===== src/rtl/sram1rw_ctrl_pkg.sv =====
// rtl/sram1rw_ctrl_pkg.sv - shared types and macro geometry for the SRAM1RW request controller
package sram1rw_ctrl_pkg;

  localparam int SRAM_ADDR_W = 8;
  localparam int SRAM_DATA_W = 64;

  typedef enum logic {
    ST_INIT,
    ST_RUN
  } state_e;

endpackage


===== src/rtl/sram_rsp_fifo.sv =====
// rtl/sram_rsp_fifo.sv - flop-based ring buffer with valid/ready on both sides and occupancy count
module sram_rsp_fifo #(
  parameter int DEPTH = 3,
  parameter int WIDTH = 64,
  localparam int PTR_W = $clog2(DEPTH),
  localparam int CNT_W = $clog2(DEPTH + 1)
) (
  input  logic             clock,
  input  logic             reset_n,
  input  logic             in_valid,
  output logic             in_ready,
  input  logic [WIDTH-1:0] in_data,
  output logic             out_valid,
  input  logic             out_ready,
  output logic [WIDTH-1:0] out_data,
  output logic [CNT_W-1:0] count
);

  logic [WIDTH-1:0] r_mem [DEPTH];
  logic [PTR_W-1:0] r_wr_ptr;
  logic [PTR_W-1:0] r_rd_ptr;
  logic [CNT_W-1:0] r_count;
  logic             w_push;
  logic             w_pop;

  function automatic logic [PTR_W-1:0] f_next_ptr(input logic [PTR_W-1:0] ptr);
    return (ptr == PTR_W'(DEPTH - 1)) ? '0 : ptr + 1'b1;
  endfunction

  // A full FIFO still accepts a push when the head leaves in the same cycle.
  assign in_ready  = (r_count != CNT_W'(DEPTH)) | out_ready;
  assign out_valid = (r_count != '0);
  assign out_data  = r_mem[r_rd_ptr];
  assign count     = r_count;
  assign w_push    = in_valid & in_ready;
  assign w_pop     = out_valid & out_ready;

  always_ff @(posedge clock) begin
    if (w_push) begin
      r_mem[r_wr_ptr] <= in_data;
    end
  end

  always_ff @(posedge clock or negedge reset_n) begin
    if (!reset_n) begin
      r_wr_ptr <= '0;
      r_rd_ptr <= '0;
      r_count  <= '0;
    end else begin
      if (w_push) begin
        r_wr_ptr <= f_next_ptr(r_wr_ptr);
      end
      if (w_pop) begin
        r_rd_ptr <= f_next_ptr(r_rd_ptr);
      end
      case ({w_push, w_pop})
        2'b10:   r_count <= r_count + 1'b1;
        2'b01:   r_count <= r_count - 1'b1;
        default: r_count <= r_count;
      endcase
    end
  end

endmodule


===== src/rtl/sram1rw_req_ctrl.sv =====
// rtl/sram1rw_req_ctrl.sv - request/response controller for the SRAM1RW256x64 single-port macro
module sram1rw_req_ctrl
  import sram1rw_ctrl_pkg::*;
#(
  parameter int ADDR_W        = SRAM_ADDR_W,
  parameter int DATA_W        = SRAM_DATA_W,
  parameter int RSP_DEPTH     = 3,
  parameter int INIT_ON_RESET = 1
) (
  input  logic              clock,
  input  logic              reset_n,
  input  logic              req_valid,
  output logic              req_ready,
  input  logic              req_write,
  input  logic [ADDR_W-1:0] req_addr,
  input  logic [DATA_W-1:0] req_wdata,
  output logic              rsp_valid,
  input  logic              rsp_ready,
  output logic [DATA_W-1:0] rsp_rdata,
  output logic              sram_csb,
  output logic              sram_web,
  output logic              sram_oeb,
  output logic [ADDR_W-1:0] sram_a,
  output logic [DATA_W-1:0] sram_i,
  input  logic [DATA_W-1:0] sram_o
);

  localparam int CNT_W = $clog2(RSP_DEPTH + 1);
  localparam int CRD_W = CNT_W + 1;

  state_e            r_state;
  state_e            w_state_nxt;
  logic [ADDR_W-1:0] r_init_addr;
  logic              r_inflight;
  logic [CNT_W-1:0]  w_fifo_count;
  logic              w_fifo_in_ready;
  logic [CRD_W-1:0]  w_credit;
  logic              w_fire;

  // Reserve a FIFO slot for every read still in the macro so a push never meets a full FIFO.
  assign w_credit  = CRD_W'(w_fifo_count) + CRD_W'(r_inflight);
  assign req_ready = (r_state == ST_RUN) && (w_credit < CRD_W'(RSP_DEPTH));
  assign w_fire    = req_valid & req_ready;

  always_ff @(posedge clock or negedge reset_n) begin
    if (!reset_n) begin
      r_state <= ST_INIT;
    end else begin
      r_state <= w_state_nxt;
    end
  end

  always_ff @(posedge clock or negedge reset_n) begin
    if (!reset_n) begin
      r_init_addr <= '0;
      r_inflight  <= 1'b0;
    end else begin
      if (r_state == ST_INIT) begin
        r_init_addr <= r_init_addr + 1'b1;
      end
      r_inflight <= w_fire & ~req_write;
    end
  end

  // Strobes are gated by reset_n so the macro is released the instant reset asserts.
  always_comb begin
    w_state_nxt = r_state;
    sram_csb    = 1'b1;
    sram_web    = 1'b1;
    sram_oeb    = 1'b1;
    sram_a      = req_addr;
    sram_i      = req_wdata;
    if (reset_n) begin
      case (r_state)
        ST_INIT: begin
          if (INIT_ON_RESET != 0) begin
            sram_csb = 1'b0;
            sram_web = 1'b0;
            sram_a   = r_init_addr;
            sram_i   = '0;
            if (r_init_addr == '1) begin
              w_state_nxt = ST_RUN;
            end
          end else begin
            w_state_nxt = ST_RUN;
          end
        end
        ST_RUN: begin
          sram_csb = ~w_fire;
          sram_web = ~(w_fire & req_write);
          sram_oeb = ~(w_fire & ~req_write);
        end
      endcase
    end
  end

  sram_rsp_fifo #(
    .DEPTH (RSP_DEPTH),
    .WIDTH (DATA_W)
  ) u_rsp_fifo (
    .clock     (clock),
    .reset_n   (reset_n),
    .in_valid  (r_inflight & w_fifo_in_ready),
    .in_ready  (w_fifo_in_ready),
    .in_data   (sram_o),
    .out_valid (rsp_valid),
    .out_ready (rsp_ready),
    .out_data  (rsp_rdata),
    .count     (w_fifo_count)
  );

endmodule


===== config.mk =====
export PLATFORM = sky130hd
export DESIGN_NAME = sram1rw_req_ctrl
export DESIGN_NICKNAME = d
export VERILOG_FILES = /design/src/rtl/sram1rw_ctrl_pkg.sv /design/src/rtl/sram_rsp_fifo.sv /design/src/rtl/sram1rw_req_ctrl.sv
export SDC_FILE = /design/constraint.sdc
export NUM_CORES = 1
export LEC_CHECK = 0
export ABC_AREA = 1
export BUFFER_PORTS_ARGS = -buffer_cell sky130_fd_sc_hd__buf_2
export CAP_MARGIN = 20
export CORE_ASPECT_RATIO = 1.75
export CORE_MARGIN = 2
export CORE_UTILIZATION = 50
export CTS_BUF_LIST = sky130_fd_sc_hd__clkbuf_8
export CTS_CLUSTER_DIAMETER = 80
export DETAILED_ROUTE_END_ITERATION = 7
export PLACE_DENSITY = 0.79
export SYNTH_ARGS = -nofsm -noshare
export SYNTH_HDL_FRONTEND = slang
export SYNTH_HIERARCHICAL = 1
export SYNTH_SLANG_ARGS = --single-unit

===== constraint.sdc =====
create_clock -name clock -period 4.9 [get_ports clock]
set_input_delay 0.245 -clock clock [delete_from_list [all_inputs] [get_ports clock]]
set_output_delay 0.245 -clock clock [all_outputs]
set_load 0.02 [all_outputs]

==> results.md, run 1 <==
- RSZ-0062 raised after global routing: false
- Vias in the first global route: roughly 6.3k
- Gr ovfl total: 0
- DR vias: about 6.5k
- Core ar.: between 15000 and 20000 sq um
- Syn_nets: 888
- # setup viols final: 0
- Worst slew pin tran: 1065 ps
- Critical path arrival: between 2000 and 3000 ps
- Initial Util: 0.5072
- HPWL Detailed: ~16000 um
- Vias per cell: between 4 and 5
- WL final: 23060 um
- Number of synthesis warnings: 6
- Die X: just over 100 um
- Period Utilization, post-route: 0.6135
- Worst slew margin: 0.2900
- Mean area per synthesized cell: 11.52 sq um
- Antenna Nets Post-Route: 0
- Share of layout cells above drive strength 1: 0.3164
- Worst path required time: approximately 4700 ps
- Distinct cells, synth: 22
- CP Capture Point: sram_i[24]
- Pre-CTS setup slack: between 2000 and 2500 ps
- Final Hold Fails: 0
- TritonCTS Sinks: approximately 210
- CP Capture Type: primary output
- Fmax: about 0.33 GHz
- R2r endpoint: u_rsp_fifo/r_mem[1][42]$_DFFE_PP_
- Largest net degree at the start of global routing: 49
- Port Buffers: 281
- FF-to-FF Start: u_rsp_fifo/count[0]$_DFFE_PN0P_
- Tot GR Track Use: 0.2471
- Most frequent CP cell: buf_2
- Critical path cell sequence: dlygate4sd3_1 -> buf_2 -> nand2_2 -> inv_2 -> buf_4 -> nor2_1 -> buf_2
- Max VDD drop: ~0.0004 V
- CTS Buf Count: 27
- CP peak stage delay: 610 ps
- CTS tree: done
- Crit path max-delay cell type: inv_2
- Root Driver: clkbuf_8
- Crit-path max FO: 36
- Layout Nets: 1244
- Status: finished clean
- Worst setup path category: primary input to primary output
- FP Rows: 63
- Power per standard cell area: between 400 and 500 nW/um^2
- Initial DRT Pass Iterations: 5
- CP Launch Point: reset_n
- WL/cell: 17.10 um
- CTS clock-pin slew for the worst setup and hold paths: 70 ps
- DIE AREA: about 18000 sq um
- Worst clock skew: roughly 12 ps
- Initial antenna violation count: 3
- Max-Cap Viols: 0
- GP Congestion: roughly 0.81
- First-pass GRT wire length: about 33000 um
- CTS Buffer Depth: 3
- Startpoint Class: primary input
- Post-CTS setup buffers: 0
- Iteration-0 DRC count of the detailed router: around 500
- H-tree depth: 1
- Post-layout min period: approximately 3000 ps
- Seq/Total Area, Yosys: 0.7207
- Lkg Pwr: 5.077 nW
- Register-to-register path setup slack: ~2500 ps
- DP Area: just over 10000 sq um
- Hold path depth: 3
- Cell depth of the worst flop-to-flop path: 6
- Setup WS post-layout: approximately 1900 ps
- Fin Setup TNS: 0 ps
- Post-route cell area: 11370 sq um
- Worst hold path class: primary input to register
- Cells after synthesis: between 700 and 800
- DRC errors left: 0
- Max-slew violations: 0
- Clock latency on the worst-skew pair: about 520 ps
- I/O pin count: approximately 280
- Area delta synth->final: 32.93%
- #FFs+latches synth: approximately 210
- Mapped Area: approximately 8600 sq um
- Die Span Y: between 150 and 200 um
[per-layer routing]
metal,global-route usage,wire (um),vias up
li1,-,-,3145
met1,0.2830,8281,3001
met2,0.4548,12360,293
met3,0.05332,1948,32
met4,0.06908,455,2
met5,0,12,-
[worst min path at each step]
stage                   start                    to  slack [ps]
global route        req_valid  r_inflight$_DFF_PN0_           3
CTS                 req_valid  r_inflight$_DFF_PN0_           2
detailed placement    reset_n  r_inflight$_DFF_PN0_         210
global placement      reset_n  r_inflight$_DFF_PN0_         210
floorplan             reset_n  r_inflight$_DFF_PN0_         -50
finish              req_valid  r_inflight$_DFF_PN0_          30
[power breakdown]
part	switching [mW]	total [mW]	internal, mW
Combinational	1.37	1.95	0.579
Sequential	0.0882	2.25	2.16
Clock	0.623	1.37	0.742
[Yosys cell counts]
| cell | n | area [sq um] |
|---|---|---|
| a21oi_1 | 1 | 5.000 |
| buf_12 | 1 | 20.02 |
| buf_2 | 13 | 65.06 |
| buf_4 | 3 | 22.52 |
| buf_6 | 11 | 123.9 |
| clkbuf_1 | 1 | 3.750 |
| dfrtp_1 | 16 | 400.4 |
| edfxtp_1 | 192 | 5766 |
| ha_1 | 4 | 50.05 |
| inv_1 | 88 | 330.3 |
| inv_2 | 2 | 7.510 |
| nand2_1 | 247 | 927.1 |
| nand2_2 | 1 | 6.260 |
| nand3_1 | 73 | 365.4 |
| nand4_1 | 5 | 31.28 |
| nor2_1 | 61 | 229.0 |
| nor2_2 | 2 | 12.51 |
| nor2_4 | 10 | 112.6 |
| o21ai_0 | 6 | 30.03 |
| or2_2 | 2 | 12.51 |
| xnor2_1 | 2 | 17.52 |
| xor2_1 | 2 | 17.52 |
[cell type report]
type                            count  area (sq um)
Sequential cell                   208          6167
Fill cell                        1245          5495
Timing Repair Buffer              356          2147
Multi-Input combinational cell    416          1837
Clock buffer                       27         371.6
Inverter                           90         337.8
Tap cell                          227         284.0
Clock inverter                     22         224.0
Antenna cell                        2         5.005
[worst max-delay path: cells and delay by family]
kind / cells / cell delay (ps)
buf+inv: 5 / 2180
simple gates: 2 / 310
[placed cells by master, fill, tap and decap left out]
cell             n
a21oi_1          1
buf_12           1
buf_2          281
buf_4            8
bufinv_16        4
clkbuf_8        27
clkinv_1         6
clkinv_2         4
clkinv_4         4
clkinvlp_4       3
dfrtp_1         15
dfrtp_2          1
diode_2          2
dlygate4sd3_1   66
edfxtp_1       192
ha_1             4
inv_1           87
inv_2            4
nand2_1        247
nand2_2          1
nand3_1         73
nand4_1          5
nor2_1          59
nor2_2           1
nor2_4          13
o21ai_0          6
or2_2            2
xnor2_1          2
xor2_1           2
[kinds of logic after synthesis]
group           after synthesis  synth area share
compound gates                7          0.004094
buf+inv                     119           0.06698
fa+ha+maj                     4          0.005850
flops                       208            0.7207
xor+xnor                      4          0.004096
simple gates                401            0.1983
[per-stage QoR]
stage	power (mW)	hold WS, ps	utilization	cells
2_1_floorplan	3.538	-50.59	-	743
3_3_place_gp	4.160	208.4	0.5983	1230
3_5_place_dp	4.190	207.1	0.5983	1230
4_1_cts	5.591	2.136	0.6727	1345
5_1_grt	5.837	2.947	0.6742	1348
6_report	5.566	34.01	0.6742	1348
[timing repair]
item / in CTS / in global routing
endpoints found under the hold margin: 209 / 0
resized for setup: 0 / 0
hold buffers: 66 / 0
[registers in the layout, indices dropped and copies added (netlist names)]
register and count:
u_rsp_fifo/r_mem 192, u_rsp_fifo/r_rd_ptr 2, r_init_addr 8, u_rsp_fifo/r_wr_ptr 2, u_rsp_fifo/count 2, r_inflight 1, r_state 1
No activity file was read; power rests on OpenSTA's default activity.
==> inputs of run 2 (changes only) <==
CORE_UTILIZATION = 47   (was 50)
PLACE_DENSITY = 0.78   (was 0.79)
clock period = 2.5 ns   (was 4.9 ns; I/O delays follow)
==> results.md, run 2 (synthesis results as in run 1) <==
- Status: finished clean
- Worst slew pin tran: 577.4 ps
- CTS clock-pin slew for the worst setup and hold paths: around 60 ps
- DRC errors left: 0
- Antenna Nets Post-Route: 0
- WL/cell: around 17 um
- Root Driver: clkbuf_8
- Startpoint Class: register
- Max VDD drop: between 0.0007 and 0.0008 V
- GP Congestion: between 0.8 and 0.9
- Internal: between 6 and 7 mW
- CTS tree: done
- Initial DRT Pass Iterations: 5
- Critical path arrival: 2260 ps
- Sequential group share of total power: 0.415
- Die Span Y: 182.5 um
- FP Rows: 65
- Fin Setup TNS: 0 ps
- Worst path required time: between 2000 and 2500 ps
- H-tree depth: 1
- CTS Buffer Depth: 3
- Area delta synth->final: 33.25%
- TritonCTS Sinks: about 210
- Layout Nets: ~1.3k
- Fin Hold WS: 147.7 ps
- Initial Util: 0.4760
- Fmax: 0.4191 GHz
- Tot GR Track Use: 0.2309
- First-pass GRT wire length: about 34000 um
- Vias per cell: approximately 4.8
- HPWL Detailed: ~15000 um
- Die X: around 110 um
- Vias in the first global route: 6398
- CP Launch Point: u_rsp_fifo/r_rd_ptr[1]$_DFFE_PN0P_
- Max-Cap Viols: 0
- Most frequent cells in the layout: 281 x buf_2, 247 x nand2_1, 192 x edfxtp_1
- # setup viols final: 0
- DIE AREA: just under 20000 sq um
- Crit-path max FO: 43
- RSZ-0062 raised after global routing: false
- Max-slew violations: 0
- Combinational share of power: 0.380
- Power share of the clock group: 0.206
- Core ar.: 17970 sq um
- WL final: 23020 um
- Gr ovfl total: 0
- Max reg flops: around 190
- FF-to-FF Start: u_rsp_fifo/count[0]$_DFFE_PN0P_
- Biggest registers after layout: u_rsp_fifo/r_mem x192, r_init_addr x8
- Worst setup path category: register to primary output
- CTS Buf Count: 27
- Clock latency on the worst-skew pair: 530 ps
- Commonest non-fill, non-tap cell in the layout: buf_2
- Worst slew margin: 0.6141
- Post-layout min period: ~2400 ps
- Period Utilization, post-route: 0.9544
- Power per standard cell area: 922.4 nW/um^2
- Largest Register: u_rsp_fifo/r_mem
- Initial antenna violation count: 3
- Final Hold Fails: 0
- P_sw: approximately 4 mW
- CP Capture Type: primary output
- Iteration-0 DRC count of the detailed router: ~470
- Lkg Pwr: ~5 nW
- I/O pin count: about 280
- Worst clock skew: 15.73 ps
- Worst hold path class: primary input to asynchronous set/reset pin
- Largest net degree at the start of global routing: 70
- Share of layout cells above drive strength 1: 0.3120
- Switching share of power: 0.3840
- Cell depth of the worst flop-to-flop path: 6
- DR vias: 6539
- Port Buffers: between 200 and 300
[run 2: cell types whose count changed in the layout (fill, tap and decap cells not counted)]
| cell | before | now |
|---|---|---|
| inv_1 | 87 | 91 |
| bufinv_16 | 4 | 0 |
| dlygate4sd3_1 | 66 | 68 |
| clkinv_1 | 6 | 9 |
| diode_2 | 2 | 3 |
| buf_12 | 1 | 8 |
| clkinv_4 | 4 | 0 |
| buf_4 | 8 | 6 |
[run 2: critical path: stages, from the launching register on]
cell	delay [ps]
dfrtp_2	430
buf_4	230
nor2_4	110
buf_4	440
nand2_1	140
nand3_1	190
buf_2	190
[run 2: final cells by class]
cell class | instances | area [sq um]
Antenna cell | 3 | 7.507
Clock buffer | 27 | 371.6
Clock inverter | 21 | 95.09
Fill cell | 1375 | 6573
Inverter | 90 | 337.8
Multi-Input combinational cell | 416 | 1837
Sequential cell | 208 | 6167
Tap cell | 234 | 292.8
Timing Repair Buffer | 363 | 2292
[run 2: path summary, 6_finish.rpt]
path	endpoint	slack, ps
worst max register to register	u_rsp_fifo/r_mem[2][33]$_DFFE_PP_	570
worst min register to register	r_init_addr[7]$_DFFE_PN0N_	520
min in group clock	u_rsp_fifo/r_mem[2][21]$_DFFE_PP_	330
max in group asynchronous	u_rsp_fifo/r_rd_ptr[1]$_DFFE_PN0P_	2130
worst max-delay path	rsp_rdata[25]	110
worst min-delay path	u_rsp_fifo/count[0]$_DFFE_PN0P_	150
[run 2: routing by layer]
layer / track usage / up-vias / routed length, um
li1: - / 3154 / -
met1: 0.2509 / 3034 / 8242
met2: 0.4395 / 314 / 12440
met3: 0.05179 / 37 / 1798
met4: 0.07211 / 0 / 535
met5: 0 / - / 0
[run 2: stage by stage]
| step | cells | worst slack (ps) | utilization | total power [mW] | instance area, sq um |
|---|---|---|---|---|---|
| 3_3_place_gp | 1243 | 578.2 | 0.5701 | 8.266 | 10250 |
| 6_report | 1362 | 113.9 | 0.6343 | 10.52 | 11400 |
| 5_1_grt | 1362 | 27.96 | 0.6343 | 11.05 | 11400 |
| 3_5_place_dp | 1243 | 547.7 | 0.5701 | 8.325 | 10250 |
| 2_1_floorplan | 743 | 50.94 | - | 6.935 | 8563 |
| 4_1_cts | 1359 | 118.0 | 0.6339 | 10.56 | 11390 |
[run 2: what timing repair did]
item / in CTS / in global routing
hold buffers: 68 / 0
endpoints found under the hold margin: 211 / 0
endpoints found under the setup margin: 0 / 0
gates resized for setup: 0 / 0
buffers inserted: 0 / 0
[run 2: power by group through the flow]
| stage | logic (mW) | registers (mW) | clock network (mW) |
|---|---|---|---|
| after floorplan | 2.52 | 4.41 | 0 |
| after global placement | 3.85 | 4.41 | 0 |
| after detailed placement | 3.90 | 4.43 | 0 |
| after CTS | 4.00 | 4.35 | 2.21 |
| after global routing | 4.31 | 4.39 | 2.35 |
| final | 3.99 | 4.36 | 2.16 |
==> inputs of run 3 (changes only) <==
CELL_PAD_IN_SITES_DETAIL_PLACEMENT = 0   (was unset)
CELL_PAD_IN_SITES_GLOBAL_PLACEMENT = 1   (was unset)
CORE_UTILIZATION = 36   (was 47)
PLACE_DENSITY = 0.86   (was 0.78)
==> results.md, run 3 (synthesis results as in run 1) <==
- Status: finished clean
- CTS clock-pin slew for the worst setup and hold paths: ~70 ps
- Worst setup path category: register to primary output
- Tot GR Track Use: 0.1759
- Clock latency on the worst-skew pair: roughly 560 ps
- Gr ovfl total: 0
- DP Area: between 10000 and 15000 sq um
- CTS Buffer Depth: 3
- Max VDD drop: 0.0006322 V
- Worst hold path class: primary input to asynchronous set/reset pin
- FF-to-FF Start: u_rsp_fifo/count[0]$_DFFE_PN0P_
- Final Hold Fails: 0
- Initial DRT Pass Iterations: 4
- Post-layout min period: around 2300 ps
- H-tree depth: 1
- Final Power: ~11 mW
- Biggest registers after layout: u_rsp_fifo/r_mem x192, r_init_addr x8
- Power per standard cell area: about 970 nW/um^2
- Core ar.: around 23000 sq um
- Startpoint Class: register
- Worst clock skew: 7.055 ps
- FP Rows: 74
- Fin Setup TNS: 0 ps
- CTS tree: done
- Vias per cell: around 4.4
- Worst path required time: roughly 2400 ps
- Cell depth of the worst flop-to-flop path: 6
- TritonCTS Sinks: roughly 210
- DIE AREA: between 20000 and 30000 sq um
- Iteration-0 DRC count of the detailed router: 325
- Area delta synth->final: 36.63%
- Port Buffers: 281
- Largest Register: u_rsp_fifo/r_mem
- R2r endpoint: u_rsp_fifo/r_mem[2][27]$_DFFE_PP_
- DRC errors left: 0
- Placed cell count: between 1k and 1.5k
- WL/cell: 15.43 um
- WL final: around 22000 um
- Root Driver: clkbuf_8
- Register-to-register path setup slack: 600 ps
- Initial antenna violation count: 4
- # setup viols final: 0
- HPWL Detailed: around 15000 um
- GP Congestion: slightly below 0.9
- Initial Util: 0.3667
- RSZ-0062 raised after global routing: false
- Die Span Y: between 200 and 250 um
- I/O pin count: around 280
- Most frequent cells in the layout: 281 x buf_2, 247 x nand2_1, 192 x edfxtp_1
- Period Utilization, post-route: 0.9107
- Max-slew violations: 0
- Finished Layout Cells: between 1k and 1.5k
- DR vias: between 6k and 7k
- Worst slew margin: 0.6829
- Post-CTS setup buffers: 0
- Die X: 120.5 um
- CTS Buf Count: 30
- Share of layout cells above drive strength 1: 0.3183
- First-pass GRT wire length: between 30000 and 40000 um
- Largest net degree at the start of global routing: 55
- Antenna Nets Post-Route: 0
- Critical path arrival: 2150 ps
- Lkg Pwr: between 5 and 6 nW
- Fmax: approximately 0.44 GHz
- Max-Cap Viols: 0
- Vias in the first global route: roughly 6.5k
- Max reg flops: ~190
- Commonest non-fill, non-tap cell in the layout: buf_2
- Post-route cell area: about 12000 sq um
- Crit-path max FO: 54
- Worst slew pin tran: around 480 ps
- CP Capture Type: primary output
- Layout Nets: between 1k and 1.5k
## run 3: per-stage QoR
stage / setup slack (ps) / util / hold WS [ps]
4_1_cts: 63.06 / 0.5004 / 82.11
6_report: 223.2 / 0.5010 / 100.8
5_1_grt: 52.53 / 0.5010 / 101.9
3_3_place_gp: 652.6 / 0.4415 / 171.6
2_1_floorplan: 50.94 / - / -170.6
3_5_place_dp: 611.0 / 0.4415 / 165.7
## run 3: routing by layer
metal,share of wire,vias up,global-route usage
met5,0.00050,-,0
met4,0.031,2,0.07137
met3,0.063,47,0.03618
met2,0.51,225,0.3020
met1,0.40,2946,0.2142
li1,-,3157,-
## run 3: power by group
group	internal, mW	switching [mW]	total (mW)
Combinational	1.20	2.65	3.85
Clock	1.78	1.29	3.07
Sequential	4.23	0.146	4.38
## run 3: final cells by class
| cell class | instances | area [sq um] |
|---|---|---|
| sequential | 208 | 6167 |
| fill | 2125 | 11640 |
| timing repair buffer | 362 | 2263 |
| inverter | 90 | 340.3 |
| tap | 304 | 380.4 |
| multi-input combinational | 416 | 1837 |
| clock buffer | 31 | 426.7 |
| clock inverter | 24 | 267.8 |
| antenna | 3 | 7.507 |
## run 3: worst max-delay path: stages, from the launching register on
cell	delay (ps)
dfrtp_2	530
nor2_4	330
buf_12	300
nand2_1	120
nand3_1	110
buf_2	180
## run 3: repair_timing
action,CTS,global route
hold endpoints to repair,211,0
hold buffers,68,0
setup endpoints to repair,0,30
resized for setup,0,3
## run 3: worst max-delay path by stage
stage / from / endpoint / slack [ps] / depth (start not counted)
after global placement: u_rsp_fifo/count[0]$_DFFE_PN0P_ / u_rsp_fifo/r_mem[2][22]$_DFFE_PP_ / 650 / 6
after global routing: u_rsp_fifo/r_rd_ptr[1]$_DFFE_PN0P_ / rsp_rdata[48] / 50 / 5
final: u_rsp_fifo/r_rd_ptr[1]$_DFFE_PN0P_ / rsp_rdata[19] / 220 / 5
after detailed placement: u_rsp_fifo/count[0]$_DFFE_PN0P_ / u_rsp_fifo/r_mem[2][28]$_DFFE_PP_ / 610 / 6
after CTS: r_state$_DFFE_PN0P_ / sram_a[0] / 60 / 7
after floorplan: u_rsp_fifo/count[0]$_DFFE_PN0P_ / u_rsp_fifo/r_mem[0][0]$_DFFE_PP_ / 50 / 5
